**src/rtl/alu_arbiter.sv**
```systemverilog
// alu_arbiter: two-requester front end for a shared combinational ALU.
// One operation in flight at a time: IDLE (grant/accept) -> EXEC (drive ALU,
// capture result) -> RESP (hold response until consumed).
// Optional feature: define ALU_ARB_RR_EN for round-robin arbitration of
// simultaneous requests; otherwise requester 0 has fixed priority.
module alu_arbiter #(
  parameter int ID_W = 4
) (
  input  logic            clk,
  input  logic            rst_n,

  input  logic            req0_valid,
  output logic            req0_ready,
  input  logic [3:0]      req0_mode,
  input  logic [31:0]     req0_a,
  input  logic [31:0]     req0_b,
  input  logic [ID_W-1:0] req0_tag,

  input  logic            req1_valid,
  output logic            req1_ready,
  input  logic [3:0]      req1_mode,
  input  logic [31:0]     req1_a,
  input  logic [31:0]     req1_b,
  input  logic [ID_W-1:0] req1_tag,

  output logic            rsp0_valid,
  output logic [31:0]     rsp0_x,
  output logic            rsp0_zero,
  output logic [ID_W-1:0] rsp0_tag,
  input  logic            rsp0_ready,

  output logic            rsp1_valid,
  output logic [31:0]     rsp1_x,
  output logic            rsp1_zero,
  output logic [ID_W-1:0] rsp1_tag,
  input  logic            rsp1_ready,

  output logic [31:0]     alu_a,
  output logic [31:0]     alu_b,
  output logic [3:0]      alu_mode,
  input  logic [31:0]     alu_x,
  input  logic            alu_zero
);

  typedef enum logic [1:0] {
    S_IDLE,
    S_EXEC,
    S_RESP
  } state_t;

  state_t          r_state;
  state_t          w_next;

  logic            r_gnt;
  logic [3:0]      r_mode;
  logic [31:0]     r_a;
  logic [31:0]     r_b;
  logic [ID_W-1:0] r_tag;

  logic [31:0]     r_rsp0_x;
  logic            r_rsp0_zero;
  logic [ID_W-1:0] r_rsp0_tag;
  logic [31:0]     r_rsp1_x;
  logic            r_rsp1_zero;
  logic [ID_W-1:0] r_rsp1_tag;

  logic            w_gnt1;
  logic            w_accept;
  logic            w_illegal;
  logic            w_rsp_done;
  logic [31:0]     w_res_x;
  logic            w_res_zero;

`ifdef ALU_ARB_RR_EN
  logic            r_last;

  // Round-robin pointer: remembers which requester won the last accept.
  always_ff @(posedge clk or negedge rst_n) begin
    if (!rst_n) begin
      r_last <= 1'b1;
    end else if (w_accept) begin
      r_last <= w_gnt1;
    end
  end

  assign w_gnt1 = req1_valid && (!req0_valid || !r_last);
`else
  assign w_gnt1 = req1_valid && !req0_valid;
`endif

  // Accept is gated with rst_n so no ready can be shown while reset is held.
  assign w_accept   = (r_state == S_IDLE) && rst_n && (req0_valid || req1_valid);
  assign req0_ready = w_accept && !w_gnt1;
  assign req1_ready = w_accept && w_gnt1;

  assign alu_a    = (r_state == S_EXEC) ? r_a    : '0;
  assign alu_b    = (r_state == S_EXEC) ? r_b    : '0;
  assign alu_mode = (r_state == S_EXEC) ? r_mode : '0;

  assign w_illegal  = (r_mode == 4'b1010) || (r_mode == 4'b1110) || (r_mode == 4'b1111);
  assign w_res_x    = w_illegal ? '0 : alu_x;
  assign w_res_zero = w_illegal ? 1'b0 : alu_zero;

  assign rsp0_valid = (r_state == S_RESP) && !r_gnt;
  assign rsp1_valid = (r_state == S_RESP) && r_gnt;
  assign w_rsp_done = r_gnt ? (rsp1_valid && rsp1_ready) : (rsp0_valid && rsp0_ready);

  assign rsp0_x    = r_rsp0_x;
  assign rsp0_zero = r_rsp0_zero;
  assign rsp0_tag  = r_rsp0_tag;
  assign rsp1_x    = r_rsp1_x;
  assign rsp1_zero = r_rsp1_zero;
  assign rsp1_tag  = r_rsp1_tag;

  // State register.
  always_ff @(posedge clk or negedge rst_n) begin
    if (!rst_n) begin
      r_state <= S_IDLE;
    end else begin
      r_state <= w_next;
    end
  end

  // Next-state decode.
  always_comb begin
    w_next = r_state;
    case (r_state)
      S_IDLE: if (w_accept) w_next = S_EXEC;
      S_EXEC: w_next = S_RESP;
      S_RESP: if (w_rsp_done) w_next = S_IDLE;
      default: w_next = S_IDLE;
    endcase
  end

  // Latch the winning request's operands, tag and grant index on accept.
  always_ff @(posedge clk or negedge rst_n) begin
    if (!rst_n) begin
      r_gnt  <= 1'b0;
      r_mode <= '0;
      r_a    <= '0;
      r_b    <= '0;
      r_tag  <= '0;
    end else if (w_accept) begin
      r_gnt  <= w_gnt1;
      r_mode <= w_gnt1 ? req1_mode : req0_mode;
      r_a    <= w_gnt1 ? req1_a    : req0_a;
      r_b    <= w_gnt1 ? req1_b    : req0_b;
      r_tag  <= w_gnt1 ? req1_tag  : req0_tag;
    end
  end

  // Capture the ALU result into the granted requester's response registers;
  // the other requester's registers keep their last response.
  always_ff @(posedge clk or negedge rst_n) begin
    if (!rst_n) begin
      r_rsp0_x    <= '0;
      r_rsp0_zero <= 1'b0;
      r_rsp0_tag  <= '0;
      r_rsp1_x    <= '0;
      r_rsp1_zero <= 1'b0;
      r_rsp1_tag  <= '0;
    end else if (r_state == S_EXEC) begin
      if (r_gnt) begin
        r_rsp1_x    <= w_res_x;
        r_rsp1_zero <= w_res_zero;
        r_rsp1_tag  <= r_tag;
      end else begin
        r_rsp0_x    <= w_res_x;
        r_rsp0_zero <= w_res_zero;
        r_rsp0_tag  <= r_tag;
      end
    end
  end

endmodule

```
**config.mk**
```make
export PLATFORM = sky130hd
export DESIGN_NAME = alu_arbiter
export DESIGN_NICKNAME = d
export VERILOG_FILES = /design/src/rtl/alu_arbiter.sv
export SDC_FILE = /design/constraint.sdc
export NUM_CORES = 1
export LEC_CHECK = 0
export CAP_MARGIN = 15
export CELL_PAD_IN_SITES_DETAIL_PLACEMENT = 0
export CELL_PAD_IN_SITES_GLOBAL_PLACEMENT = 1
export CORE_MARGIN = 2
export CORE_UTILIZATION = 28
export DETAILED_ROUTE_END_ITERATION = 8
export HOLD_SLACK_MARGIN = 0.1
export PLACE_DENSITY = 0.8
export SLEW_MARGIN = 30
export SYNTH_ARGS = -nofsm -noshare
export SYNTH_HDL_FRONTEND = slang
export SYNTH_SLANG_ARGS = --single-unit
```
**constraint.sdc**
```tcl
create_clock -name clk -period 1.55 [get_ports clk]
set_input_delay 0.31 -clock clk [delete_from_list [all_inputs] [get_ports clk]]
set_output_delay 0.31 -clock clk [all_outputs]
set_load 0.02 [all_outputs]
```
==> metrics.yaml, run 1 <==
cells_and_area:
  antenna_cells: 0
  fin_nets: 1178
  final_cell_mix: "clkdlybuf4s50_1, dfrtp_1, buf_6"
  synthToLayoutAreaGrowth_pct: 96.9
  drive_above_1_share_pct: 51.1
  final_core_util_pct: 55.7
  final_common_cell: "clkdlybuf4s50_1"
  layout.cells.non_filler: 1338
  final_area_mm2: 0.0139
floorplanning:
  dieArea_mm2: 0.0266
  die_w_um: 163
  core.rowCount: 58
  core_mm2: 0.0250
  die_h_um: 163
  pin_count: 329
  initial_core_util_pct: 28.3
critical_path:
  crit_buf_inv: 3
  worst-endpoint-required_ns: 1.24
  cp-start-kind: "register"
  cp_max_fo: 9
  cpPeakStageDelay_ns: 0.41
  crit_type: "reg2out"
  worst_path_dominant_cell_family: "buffers and inverters"
  crit_slowest_cell: "dfrtp_1"
  end_kind: "primary output"
  path_cells: "and2b_4 > buf_12 > clkbuf_16 > and2_2 > buf_6"
  critical_path_arrival_ns: 1.65
placement:
  place_congestion: 0.737
  place_hpwl_um: 15500
  numPortBuffers: 328
  placed_cells: 1249
  dpl_worst_slack_ns: -0.855
  postPlaceCellArea_mm2: 0.0110
route:
  vias: 6164
  totalWireLength_um: 26100
  firstDrtPassIters: 4
  drt-wirelength-per-cell_um: 19.5
  ant_nets: 0
  drt_iter0_drc: 214
  vias_per_cell: 4.61
  drc: 0
logic_synthesis:
  synth_compound_area_share_pct: 7.17
  synth_top_area_share_pct: 52.6
  synth.largest_area_cell: "dfrtp_1"
  synthTopCellsByArea: "dfrtp_1, mux2_2, o31ai_1"
  ys_seq_elements: 149
  post_synth.cell_area_avg_um2: 11.9
  synth_mux_area_share_pct: 24.7
  synth_fp_nets: 780
  synth_cell_types: 21
  synth_fa_ha_area_share_pct: 0
  synth_seq_area_share_pct: 52.6
  synth_top_family_by_area: "multiplexers"
  netlist_area_mm2: 0.00708
  synth-simple-area-share_pct: 10.6
  synthXorXnorAreaFrac_pct: 0
  yosysWarningCount: 0
  netlist_instances: 597
global_route:
  grt_use_total_pct: 17.7
  grt_pass1_wl_um: 35600
  grt_pass1_vias: 6213
  antenna_found_initial: 0
  grt_max_degree: 133
  grt_overflow: 0
cts:
  cts_sinks: 149
  clk_pin_slew_worst_paths_ns: 0.07
  h-tree-depth: 4
  cts_tree: "built"
  clock_latency_ns: 0.42
  clockBufferDepth: 2
  numCtsBuffers: 17
  root_buffer: "clkbuf_16"
timing:
  drv_slew: 0
  slew_headroom_pct: 44.8
  rsz0062_at_grt: "true"
  timing.hold.ws_ns: 0.410
  finalSetupViolCount: 197
  tightest_slew_ns: 0.827
  fmaxAchievable_mhz: 510
  min_period_ns: 1.96
  skew_ns: 0.0119
  hold_violations: 0
  setup_slack_ns: -0.410
  finalCritPeriodShare_pct: 126
power_and_ir_drop:
  p_per_area_mw_per_mm2: 1770
  ir_drop_uv: 867
  leakagePower_uw: 0.00636
hold_path:
  hold_class: "in2async"
run:
  drv_cap: 0
run_status:
  violations: "negative setup slack"
  status: "complete, but fails checks"
-- repair_timing --
action	in CTS	in global routing
endpoints found under the setup margin	261	343
hold buffers	1	0
cloned	18	14
pin swaps	4	29
buffers inserted	23	9
endpoints found under the hold margin	17	0
resized for setup	478	368
-- layer usage --
metal / routed length [µm] / share of wire, % / up-vias / track usage (%)
met5: 0 / 0 / - / 0
met3: 2460 / 9.4 / 22 / 7.57
met4: 301 / 1.2 / 0 / 2.98
met2: 13200 / 51 / 235 / 31.2
li1: - / - / 2853 / -
met1: 10200 / 39 / 3054 / 20.1
-- cells in the mapped netlist --
master	n
mux2_2	148
nand2b_1	1
o21bai_1	1
nor4b_2	1
inv_1	35
buf_2	17
and2_1	69
or3b_1	1
nand2_1	67
dfrtp_1	149
a21oi_1	1
mux2i_1	2
clkbuf_1	22
o31ai_1	66
buf_4	5
buf_6	1
mux2_4	4
nand3b_1	1
nor2_1	3
and2b_1	1
nor2b_1	2
-- flip-flops by register name, summed over array words and instances, names as in the netlist --
register / cells
r_tag: 4
r_gnt: 1
rsp0_x: 32
r_a: 32
rsp1_zero: 1
rsp1_tag: 4
r_b: 32
r_mode: 4
rsp1_x: 32
r_state: 2
rsp0_zero: 1
rsp0_tag: 4
-- worst register-to-register path, cell delays in order, from the launching register on --
cell     delay (ns)
dfrtp_1        0.41
buf_6          0.13
nor4b_4        0.32
buf_4          0.19
buf_12         0.14
buf_8          0.13
buf_16         0.13
mux2_4         0.30
-- final cells by class --
type / instances / area (µm²)
fillers: 2149 / 11100
well taps: 330 / 413
inverters: 35 / 131
clock inverters: 15 / 180
repair buffers: 424 / 4900
clock buffers: 17 / 425
multi-input cells: 368 / 4170
flip-flops and latches: 149 / 3730
-- power by group --
part | total, µW | internal [µW] | switching, µW
combinational | 13300 | 7200 | 6150
sequential | 7030 | 5820 | 1210
clock | 4330 | 2450 | 1880
-- stage by stage --
step	power (µW)	setup TNS, ns
after floorplan	11800	-0.483
after global placement	16400	-85.71
after detailed placement	16500	-86.49
after CTS	21700	-55.05
after global routing	26000	-66.18
final	24700	-51.92
-- cells by family after synthesis --
logic type / count (synthesis)
compound gates: 68
simple gates: 146
mux: 154
buf+inv: 80
flops: 149
-- final timing paths --
check	startpoint	endpoint	slack (ns)	cells after the start
min in group clk	rsp0_x[26]	rsp0_x[26]	0.47	2
min	rst_n	r_b[17]	0.41	3
max in group asynchronous	rst_n	r_mode[0]	0.07	4
min reg2reg	rsp0_x[26]	rsp0_x[26]	0.47	2
max	r_state[0]	alu_b[18]	-0.41	5
max reg2reg	r_state[0]	r_a[4]	-0.31	7
No activity file was read; power rests on OpenSTA's default activity.
==> run 2: changes to the inputs <==
--- a/config.mk
+++ b/config.mk
@@ -12,6 +12,7 @@
 export CORE_UTILIZATION = 28
 export DETAILED_ROUTE_END_ITERATION = 8
 export HOLD_SLACK_MARGIN = 0.1
+export MAX_ROUTING_LAYER = met4
 export PLACE_DENSITY = 0.8
 export SLEW_MARGIN = 30
 export SYNTH_ARGS = -nofsm -noshare
==> constraint.sdc (replaced) <==
create_clock -name clk -period 1.7 [get_ports clk]
set_input_delay 0.34 -clock clk [delete_from_list [all_inputs] [get_ports clk]]
set_output_delay 0.34 -clock clk [all_outputs]
set_load 0.02 [all_outputs]
==> metrics.yaml, run 2 (synthesized netlist as in run 1, its figures left out) <==
timing:
  setup_slack_ns: -0.322
  finalSetupViolCount: 177
  min_period_ns: 2.02
  skew_ns: 0.0129
  finalCritPeriodShare_pct: 119
  slew_headroom_pct: 55.3
  fmaxAchievable_mhz: 495
  tightest_slew_ns: 0.671
  rsz0062_at_grt: "true"
  timing.hold.ws_ns: 0.399
  hold_violations: 0
  drv_slew: 0
power_and_ir_drop:
  p_per_area_mw_per_mm2: 1620
  leakagePower_uw: 0.00582
  ir_drop_uv: 734
global_route:
  use_met3_pct: 3.38
  grt_pass1_vias: 5835
  antenna_found_initial: 0
  grt.busiest_layer: "met2"
  grt_overflow: 0
  use_met1_pct: 20.4
  grt_max_degree: 73
  grt_pass1_wl_um: 33600
  grt_use_total_pct: 17.2
  met2_usage_pct: 29.2
cts:
  clk_pin_slew_worst_paths_ns: 0.06
  root_buffer: "clkbuf_16"
  clock_latency_ns: 0.42
  numCtsBuffers: 17
  clockBufferDepth: 2
  h-tree-depth: 4
  cts_tree: "built"
  cts_sinks: 149
floorplanning:
  pin_count: 329
  core.rowCount: 58
  die_w_um: 163
  initial_core_util_pct: 28.3
  core_mm2: 0.0250
  dieArea_mm2: 0.0266
  die_h_um: 163
critical_path:
  crit_slowest_cell: "dfrtp_1"
  cpPeakStageDelay_ns: 0.40
  crit_type: "reg2out"
  rrSetupSlack_ns: -0.23
  cp_max_fo: 8
  path_cells: "and2b_4 > buf_12 > buf_16 > and2_4 > buf_6"
  worst-endpoint-required_ns: 1.36
  cp-start-kind: "register"
  r2r-end: "r_tag[1]"
  r2r-start: "r_state[1]"
  rr_worst_depth: 8
  end_kind: "primary output"
  critical_path_arrival_ns: 1.68
placement:
  place_hpwl_um: 15800
  placed_cells: 1241
  place_congestion: 0.794
  numPortBuffers: 328
cells_and_area:
  fin_nets: 1142
  drive_above_1_share_pct: 42.4
  layout.cells.non_filler: 1302
  final_common_cell: "clkdlybuf4s50_1"
  final_cell_mix: "clkdlybuf4s50_1, dfrtp_1, mux2_2"
  synthToLayoutAreaGrowth_pct: 81.0
  antenna_cells: 0
route:
  ant_nets: 0
  drt_iter0_drc: 265
  vias_per_cell: 4.54
  drt-wirelength-per-cell_um: 18.6
  vias: 5913
  totalWireLength_um: 24200
  firstDrtPassIters: 4
  drc: 0
run_status:
  violations: "negative setup slack"
  status: "complete, but fails checks"
hold_path:
  hold_class: "in2async"
run:
  drv_cap: 0
==> run 2: changes by cell type in the layout (fill, tap and decap cells not counted), moves of 6 or more <==
| cell | before | now |
|---|---|---|
| and2_1 | 15 | 34 |
| and2_4 | 51 | 35 |
| buf_4 | 28 | 20 |
| buf_8 | 10 | 2 |
| bufbuf_16 | 6 | 0 |
| mux2_2 | 81 | 108 |
| mux2_4 | 71 | 44 |
| nand2_1 | 23 | 46 |
| nand2_2 | 27 | 9 |
| o31ai_1 | 11 | 33 |
| o31ai_2 | 27 | 19 |
| o31ai_4 | 28 | 14 |
==> run 2: layout make-up <==
type,count,area [µm²]
flip-flops and latches,149,3730
repair buffers,388,4250
fillers,2254,12200
multi-input cells,368,3700
inverters,35,131
clock buffers,21,440
clock inverters,11,150
well taps,330,413
==> run 2: metal layers <==
layer  up-vias  share of wire (%)
met2       171                 51
li1       2780                  -
met3        26                4.9
met1      2936                 42
met5         -                  0
met4         0                1.7
==> run 2: critical path, delay by kind of cell, from the launching register on <==
kind / cells / cell delay, ns
buf+inv: 3 / 0.39
simple gates: 2 / 0.47
flops: 1 / 0.40
==> run 2: repair_timing <==
item,4_1_cts,5_1_grt
endpoints found under the setup margin,220,180
hold buffers,1,0
pin swaps,5,13
setup buffers,12,4
endpoints found under the hold margin,13,0
gates resized for setup,562,139
cloned,8,10
==> run 2: through the flow <==
step / total power [µW] / cell area (µm²) / utilization, % / worst slack, ns / setup TNS (ns)
global route: 21800 / 12800 / 51.2 / -0.403 / -42.22
CTS: 19400 / 12100 / 48.3 / -0.335 / -26.36
floorplan: 10700 / 7090 / - / 0.00305 / 0
finish: 20800 / 12800 / 51.2 / -0.322 / -28.98
global placement: 14800 / 11000 / 43.8 / -0.784 / -54.83
detailed placement: 15000 / 11000 / 43.8 / -0.819 / -57.32
==> run 2: worst max path at each step <==
stage | endpoint | depth (start not counted) | slack [ns] | startpoint
floorplan | req1_ready | 4 | 0.003 | r_state[0]
global placement | req0_ready | 6 | -0.78 | req1_valid
CTS | alu_mode[1] | 5 | -0.33 | r_state[1]
finish | alu_b[13] | 5 | -0.32 | r_state[1]
global route | req0_ready | 5 | -0.40 | r_state[1]
detailed placement | req1_ready | 6 | -0.82 | req1_valid
==> run 2: report_power, final <==
group | internal, µW | leakage, µW | switching, µW
Clock | 2320 | 0.000282 | 1570
Combinational | 5440 | 0.00375 | 5090
Sequential | 5310 | 0.00179 | 1020
Total | 13100 | 0.00582 | 7680
==> run 3: changes to the inputs <==
--- a/config.mk
+++ b/config.mk
@@ -9,11 +9,12 @@
 export CELL_PAD_IN_SITES_DETAIL_PLACEMENT = 0
 export CELL_PAD_IN_SITES_GLOBAL_PLACEMENT = 1
 export CORE_MARGIN = 2
-export CORE_UTILIZATION = 28
+export CORE_UTILIZATION = 34
 export DETAILED_ROUTE_END_ITERATION = 8
+export GPL_ROUTABILITY_DRIVEN = 0
 export HOLD_SLACK_MARGIN = 0.1
 export MAX_ROUTING_LAYER = met4
-export PLACE_DENSITY = 0.8
+export PLACE_DENSITY = 0.91
 export SLEW_MARGIN = 30
 export SYNTH_ARGS = -nofsm -noshare
 export SYNTH_HDL_FRONTEND = slang
==> constraint.sdc (replaced) <==
create_clock -name clk -period 2.52 [get_ports clk]
set_input_delay 0.504 -clock clk [delete_from_list [all_inputs] [get_ports clk]]
set_output_delay 0.504 -clock clk [all_outputs]
set_load 0.02 [all_outputs]
==> metrics.yaml, run 3 (synthesized netlist as in run 1, its figures left out) <==
timing:
  tightest_slew_ns: 0.936
  skew_ns: 0.00935
  finalSetupViolCount: 0
  hold_violations: 0
  slew_headroom_pct: 37.6
  timing.hold.ws_ns: 0.236
  min_period_ns: 2.39
  finalCritPeriodShare_pct: 95.0
  drv_slew: 0
  setup_slack_ns: 0.127
  fin_tns_setup_ns: 0
  rsz0062_at_grt: "false"
  fmaxAchievable_mhz: 418
floorplanning:
  dieArea_mm2: 0.0220
  die_h_um: 148
  core.rowCount: 52
  core_mm2: 0.0204
  die_w_um: 148
  initial_core_util_pct: 34.8
  pin_count: 329
cts:
  numCtsBuffers: 17
  clockBufferDepth: 2
  root_buffer: "clkbuf_16"
  clk_pin_slew_worst_paths_ns: 0.06
  clock_latency_ns: 0.41
  cts_sinks: 149
  h-tree-depth: 4
  cts_tree: "built"
  hold_buffers: 0
critical_path:
  critical_path_arrival_ns: 1.89
  worst-endpoint-required_ns: 2.02
  rr_worst_depth: 4
  r2r-start: "r_state[0]"
  end_kind: "primary output"
  cp-start-kind: "register"
  crit_type: "reg2out"
  cp_max_fo: 21
  rrSetupSlack_ns: 0.52
  crit_start: "r_state[1]"
route:
  drt-wirelength-per-cell_um: 17.1
  drt_iter0_drc: 192
  drc: 0
  ant_nets: 0
  totalWireLength_um: 20600
  firstDrtPassIters: 4
  vias: 5574
  vias_per_cell: 4.62
cells_and_area:
  synthToLayoutAreaGrowth_pct: 59.6
  final_common_cell: "clkdlybuf4s50_1"
  fin_nets: 1105
  final_cell_mix: "clkdlybuf4s50_1, dfrtp_1, mux2_2"
  layout.cells.non_filler: 1206
  fillers: 1795
  drive_above_1_share_pct: 22.8
  final_core_util_pct: 55.5
global_route:
  grt_use_total_pct: 19.0
  antenna_found_initial: 0
  grt_max_degree: 150
  grt_pass1_wl_um: 31400
  grt_pass1_vias: 5737
  grt_overflow: 0
power_and_ir_drop:
  ir_drop_uv: 521
  internal_power_uw: 7780
  swShare_pct: 36.0
  comb_power_share_pct: 45.1
  clockPowerShare_pct: 20.4
  p_per_area_mw_per_mm2: 1080
  p_sw_uw: 4380
  leakagePower_uw: 0.00509
  pwr-share-seq_pct: 34.4
placement:
  placed_cells: 1173
  numPortBuffers: 328
  dpl_worst_slack_ns: -0.205
  place_hpwl_um: 15000
run_status:
  status: "finished, final reports clean"
run:
  drv_cap: 0
hold_path:
  hold_class: "in2async"
run 3: changes by cell type in the layout (fill, tap and decap cells not counted), sizes merged:
cell,change
clkdlybuf4s50,+77
bufinv,-2
dlymetal6s2s,-1
diode,+1
clkinv,-1
dlygate4sd3,-1
buf,-101
clkinvlp,+1
clkbuf,-3
dlygate4sd2,-6
run 3: worst max-delay path, stage by stage (launching register included):
cell,delay (ns)
dfrtp_1,0.43
and2b_2,0.27
buf_4,0.22
and2_1,0.20
dlygate4sd2_1,0.36
run 3: cell type report:
class | instances | area (µm²) | share of cell area [%]
Antenna cell | 1 | 2.50 | 0.0221
Clock buffer | 23 | 488 | 4.32
Clock inverter | 9 | 92.6 | 0.819
Inverter | 35 | 131 | 1.16
Multi-Input combinational cell | 368 | 3040 | 26.9
Sequential cell | 149 | 3730 | 33.0
Tap cell | 270 | 338 | 2.99
Timing Repair Buffer | 351 | 3490 | 30.9
run 3: repair_timing:
action / 4_1_cts / 5_1_grt
gates cloned: 0 / 0
hold endpoints to repair: 0 / 0
gates resized for setup: 70 / 4
endpoints found under the setup margin: 70 / 2
pin swaps: 0 / 0
buffers inserted: 0 / 0
run 3: power by group through the flow:
stage	combinational (µW)	sequential (µW)	clock [µW]
final	5490	4180	2490
after global routing	5860	4340	2650
after CTS	5560	4200	2550
after detailed placement	5740	4220	0
after global placement	5650	4170	0
after floorplan	2420	4800	0
run 3: routing by layer:
layer	GRT usage [%]	up-vias	part of all wire, %
met5	-	-	0
li1	-	2692	-
met1	22.2	2654	41
met4	7.14	0	3.1
met3	4.33	40	5.3
met2	32.0	188	50
run 3: final timing paths:
kind	endpoint
worst max-delay path	alu_mode[3]
max in group asynchronous	rsp1_x[6]
worst min register to register	rsp1_x[14]
worst max register to register	r_b[5]
worst min-delay path	r_b[5]
min in group clk	rsp1_x[14]
run 3: metrics by stage:
stage	instance area (µm²)	total power, µW
after global placement	10800	9820
after CTS	11300	12300
after floorplan	7080	7220
after global routing	11300	12900
after detailed placement	10800	9960
final	11300	12200
